===== src/rtl/trace_req_queue.sv =====
// Timed trace-record queue: buffers parsed trace records and releases each one
// to the controller front-end once the CPU-time counter reaches its timestamp.
module trace_req_queue #(
    parameter int MEM_ADDR_WIDTH = 64,
    parameter int TIME_WIDTH     = 32,
    parameter int CPU_CORE_WIDTH = 4,
    parameter int MEM_OPN_WIDTH  = 3,
    parameter int DEPTH          = 16
) (
    input  logic                        clk,
    input  logic                        rst_n,
    input  logic                        in_valid,
    output logic                        in_ready,
    input  logic [TIME_WIDTH-1:0]       in_time,
    input  logic [CPU_CORE_WIDTH-1:0]   in_core,
    input  logic [MEM_OPN_WIDTH-1:0]    in_opn,
    input  logic [MEM_ADDR_WIDTH-1:0]   in_addr,
    output logic                        out_valid,
    input  logic                        out_ready,
    output logic [TIME_WIDTH-1:0]       out_time,
    output logic [CPU_CORE_WIDTH-1:0]   out_core,
    output logic [MEM_OPN_WIDTH-1:0]    out_opn,
    output logic [MEM_ADDR_WIDTH-1:0]   out_addr,
    output logic [TIME_WIDTH-1:0]       cur_time,
    output logic [$clog2(DEPTH):0]      count,
    output logic                        full,
    output logic                        empty,
    input  logic                        skip_idle,
    output logic                        err_illegal_opn,
    output logic                        err_order,
    input  logic                        err_clr
);
    localparam int AW = $clog2(DEPTH);
    localparam int CW = AW + 1;

    typedef struct packed {
        logic [TIME_WIDTH-1:0]     t;
        logic [CPU_CORE_WIDTH-1:0] core;
        logic [MEM_OPN_WIDTH-1:0]  opn;
        logic [MEM_ADDR_WIDTH-1:0] addr;
    } rec_t;

    rec_t                  mem [DEPTH];
    rec_t                  head;
    logic [AW-1:0]         wr_ptr, rd_ptr;
    logic [TIME_WIDTH-1:0] last_time;
    logic                  push, legal, wr, pop, ff_jump;

    assign head      = mem[rd_ptr];
    assign empty     = (count == '0);
    assign full      = (count == CW'(DEPTH));
    assign in_ready  = !full;
    assign out_valid = !empty && (head.t <= cur_time);
    assign out_time  = head.t;
    assign out_core  = head.core;
    assign out_opn   = head.opn;
    assign out_addr  = head.addr;

    // Illegal opcodes still complete the handshake; they are simply dropped.
    assign push    = in_valid && in_ready;
    assign legal   = (in_opn <= MEM_OPN_WIDTH'(2));
    assign wr      = push && legal;
    assign pop     = out_valid && out_ready;
    assign ff_jump = skip_idle && !empty && (head.t > cur_time);

    // Storage needs no reset: contents are only observed behind a valid count.
    always_ff @(posedge clk) begin
        if (wr) mem[wr_ptr] <= '{t: in_time, core: in_core, opn: in_opn, addr: in_addr};
    end

    always_ff @(posedge clk or negedge rst_n) begin
        if (!rst_n) begin
            wr_ptr          <= '0;
            rd_ptr          <= '0;
            count           <= '0;
            cur_time        <= '0;
            last_time       <= '0;
            err_illegal_opn <= 1'b0;
            err_order       <= 1'b0;
        end else begin
            if (wr)  wr_ptr <= wr_ptr + 1'b1;
            if (pop) rd_ptr <= rd_ptr + 1'b1;
            case ({wr, pop})
                2'b10:   count <= count + 1'b1;
                2'b01:   count <= count - 1'b1;
                default: count <= count;
            endcase
            cur_time <= ff_jump ? head.t : cur_time + 1'b1;
            if (wr) last_time <= in_time;
            // A set condition in the same cycle as err_clr takes priority.
            if (push && !legal)                err_illegal_opn <= 1'b1;
            else if (err_clr)                  err_illegal_opn <= 1'b0;
            if (wr && (in_time < last_time))   err_order <= 1'b1;
            else if (err_clr)                  err_order <= 1'b0;
        end
    end
endmodule


===== config.mk =====
export PLATFORM = sky130hd
export DESIGN_NAME = trace_req_queue
export DESIGN_NICKNAME = d
export VERILOG_FILES = /design/src/rtl/trace_req_queue.sv
export SDC_FILE = /design/constraint.sdc
export NUM_CORES = 2
export LEC_CHECK = 0
export CORE_MARGIN = 3
export CORE_UTILIZATION = 60
export DETAILED_ROUTE_END_ITERATION = 10
export PLACE_DENSITY = 0.8
export REMOVE_ABC_BUFFERS = 1
export SYNTH_ARGS = -nofsm -noshare
export SYNTH_HDL_FRONTEND = slang
export SYNTH_SLANG_ARGS = --single-unit

===== constraint.sdc =====
create_clock -name clk -period 19.12 [get_ports clk]
set_clock_uncertainty 0.15 [all_clocks]
set_input_delay 3.824 -clock clk [delete_from_list [all_inputs] [get_ports clk]]
set_output_delay 3.824 -clock clk [all_outputs]
set_load 0.05 [all_outputs]

==> flow_summary.yaml <==
placement:
  port_buffers: 254
  dpl-instance-area_um2: 71400
  preCtsSetupSlack_ns: 8.32
  dp_hpwl_um: 80000
  gp_congestion: 0.848
cells_and_area:
  final_nets: 3396
  mostFrequentLayoutCells: "edfxtp_1 (1648), mux4_2 (514), clkdlybuf4s50_1 (253)"
  design_area_um2: 76700
  final_common_cell: "edfxtp_1"
  layout-drive-gt1-share_pct: 25.7
  area_growth_pct: 14.5
  fin_util_pct: 69.9
clock_tree:
  clk_pin_slew_worst_paths_ns: 0.06
  clock_path_buffers: 3
  cts.sinks: 1727
  h-tree-depth: 4
  cts_tree: "built"
  postCtsHoldBufs: 0
  post_cts_buffers: 0
  clk_latency_ns: 0.77
  cts_buffers: 168
  clockRootBuffer: "clkbuf_16"
  cts.repair.resized: 0
yosys:
  ys_ff_latch: 1727
  yosys_warnings: 0
  synthArstFlopShare_pct: 4.57
  postSynthAreaPerCell_um2: 23.4
  yosys.area.top_type: "edfxtp_1"
  syn_inst: 2860
  synth_area_leaders: "edfxtp_1 (74%), mux4_2 (17%), dfrtp_1 (3.0%), ha_1 (1.4%), mux2_2 (0.55%)"
  synth-edff-count: 1648
  yosysSeqAreaShare_pct: 76.8
  synth_top_area_share_pct: 73.9
  yosysUniqueCellTypes: 44
  synth_flop_cell: "edfxtp_1"
  syn-cell-area_um2: 67000
timing:
  timing.final.hold_violations: 0
  fin_crit_ns: 11.48
  fin_ws_ns: 7.64
  tightest_slew_ns: 1.24
  slew_headroom_pct: 17.2
  fmax_mhz: 87.1
  fin_setup_tns_ns: 0
  maxSlewViolCount: 0
  fin_crit_sh_pct: 60.1
  rsz0062_at_grt: "no"
  setup_viol: 0
global_routing:
  track_usage_pct: 28.3
  grt_first_pass_wirelength_um: 236000
  grt.overflow.total: 0
  grt_max_degree: 171
  antenna_found_initial: 12
  grt_pass1_vias: 34300
drt:
  num_vias: 32000
  routed_wl_um: 160000
  dr.first_iter.drc_count: 3806
  dr.pass1.iters: 7
  ant_nets: 0
  viasPerCell: 6.63
  route.detailed.drc: 0
  avgRoutedWirePerCell_um: 33.1
setup_path:
  arrival_ns: 7.51
  worstSetupPathType: "flip-flop to output pin"
  critical_path_required_ns: 15.15
  cp-start-kind: "flip-flop"
  end_kind: "output pin"
  path_max_fanout: 117
outcome:
  status: "complete, no violations"
power_and_ir_drop:
  p_leak_nw: 24.5
  powerDensity_nw_per_um2: 160
  ir_worst_vdd_uv: 150
  p_total_w: 0.0122
floorplan:
  die_y_um: 340
  die_w_um: 340
  design.core.area_um2: 110000
  ios: 255
  placementRows: 121
  die_area_um2: 116000
  start_util_pct: 61.0
flow_run:
  cap_viol_max_count: 0
min_path:
  hold_class: "flip-flop to flip-flop"
==> worst max-delay path, stage by stage (launching register included) <==
cell             delay [ns]
dfrtp_4                0.83
buf_4                  0.91
buf_12                 0.75
mux4_2                 0.62
mux4_2                 0.57
ha_1                   0.37
nand4_1                0.15
nor2_1                 0.06
a221oi_1               0.62
nand2_1                0.17
o31ai_2                0.50
nor2b_1                0.20
clkdlybuf4s50_1        0.81
==> path summary, 6_finish.rpt <==
kind,depth (start not counted),start,slack [ns],to
hold reg to reg,2,last_time[0],0.36,last_time[0]
setup reg to reg,20,rd_ptr[0],11.16,count[4]
min in group asynchronous,1,rst_n,2.83,last_time[24]
max in group asynchronous,2,rst_n,14.73,rd_ptr[1]
hold / removal,2,last_time[0],0.36,last_time[0]
setup / recovery,12,rd_ptr[0],7.64,out_valid
==> state kept, by name, summed over array words and instances (netlist names) <==
signal	count
mem	1648
cur_time	32
last_time	32
count	5
rd_ptr	4
wr_ptr	4
err_illegal_opn	1
err_order	1
==> power by group <==
| group | total (W) | internal (W) | switching (W) |
|---|---|---|---|
| clock network | 0.00320 | 0.00182 | 0.00139 |
| registers | 0.00455 | 0.00436 | 0.000194 |
| logic | 0.00449 | 0.00188 | 0.00261 |
| total | 0.0122 | 0.00806 | 0.00419 |
==> layout make-up <==
class | count | area (µm²)
clock inverter | 95 | 898
sequential | 1727 | 51500
multi-input combinational | 930 | 14700
tap | 1476 | 1850
inverter | 73 | 274
timing repair buffer | 313 | 3020
clock buffer | 213 | 4420
fill | 6181 | 33100
antenna | 8 | 20.0
==> cells in the mapped netlist (6+ instances only) <==
library cell  instances
edfxtp_1           1648
mux4_2              514
dfrtp_1              79
ha_1                 73
inv_1                73
nand2_1              68
clkbuf_1             55
o21ai_0              44
buf_2                43
xnor2_1              36
mux2_2               33
a21oi_1              26
nor2_1               25
buf_1                21
nand3_1              19
nand4_1              18
nor3_1               11
a21o_1               10
buf_6                10
nor4_1                7
nor2b_1               6
==> cell families (layout without fill, tap and decap cells) <==
kind of cell	count (synthesis)	in the layout	synth area share [%]
DFF	1727	1727	76.8
muxes	549	549	17.9
buffers and inverters	203	694	1.34
and+or+nand+nor	173	173	1.25
AOI/OAI and AO/OA	93	93	0.798
adders and majority gates	74	74	1.39
xor gates and xnor gates	41	41	0.536
other	0	8	0
==> metrics by stage <==
step                      instances  hold slack, ns
final                          4835           0.358
after CTS                      4827           0.356
after floorplan                2730           0.297
after detailed placement       4519           0.341
after global routing           4833           0.385
after global placement         4519           0.323
==> per-layer routing <==
layer	GRT usage (%)	routed length (µm)
met1	38.1	58400
met2	47.0	82600
met3	5.88	14300
met4	9.43	4670
met5	0	61
No activity file was read; power rests on OpenSTA's default activity.
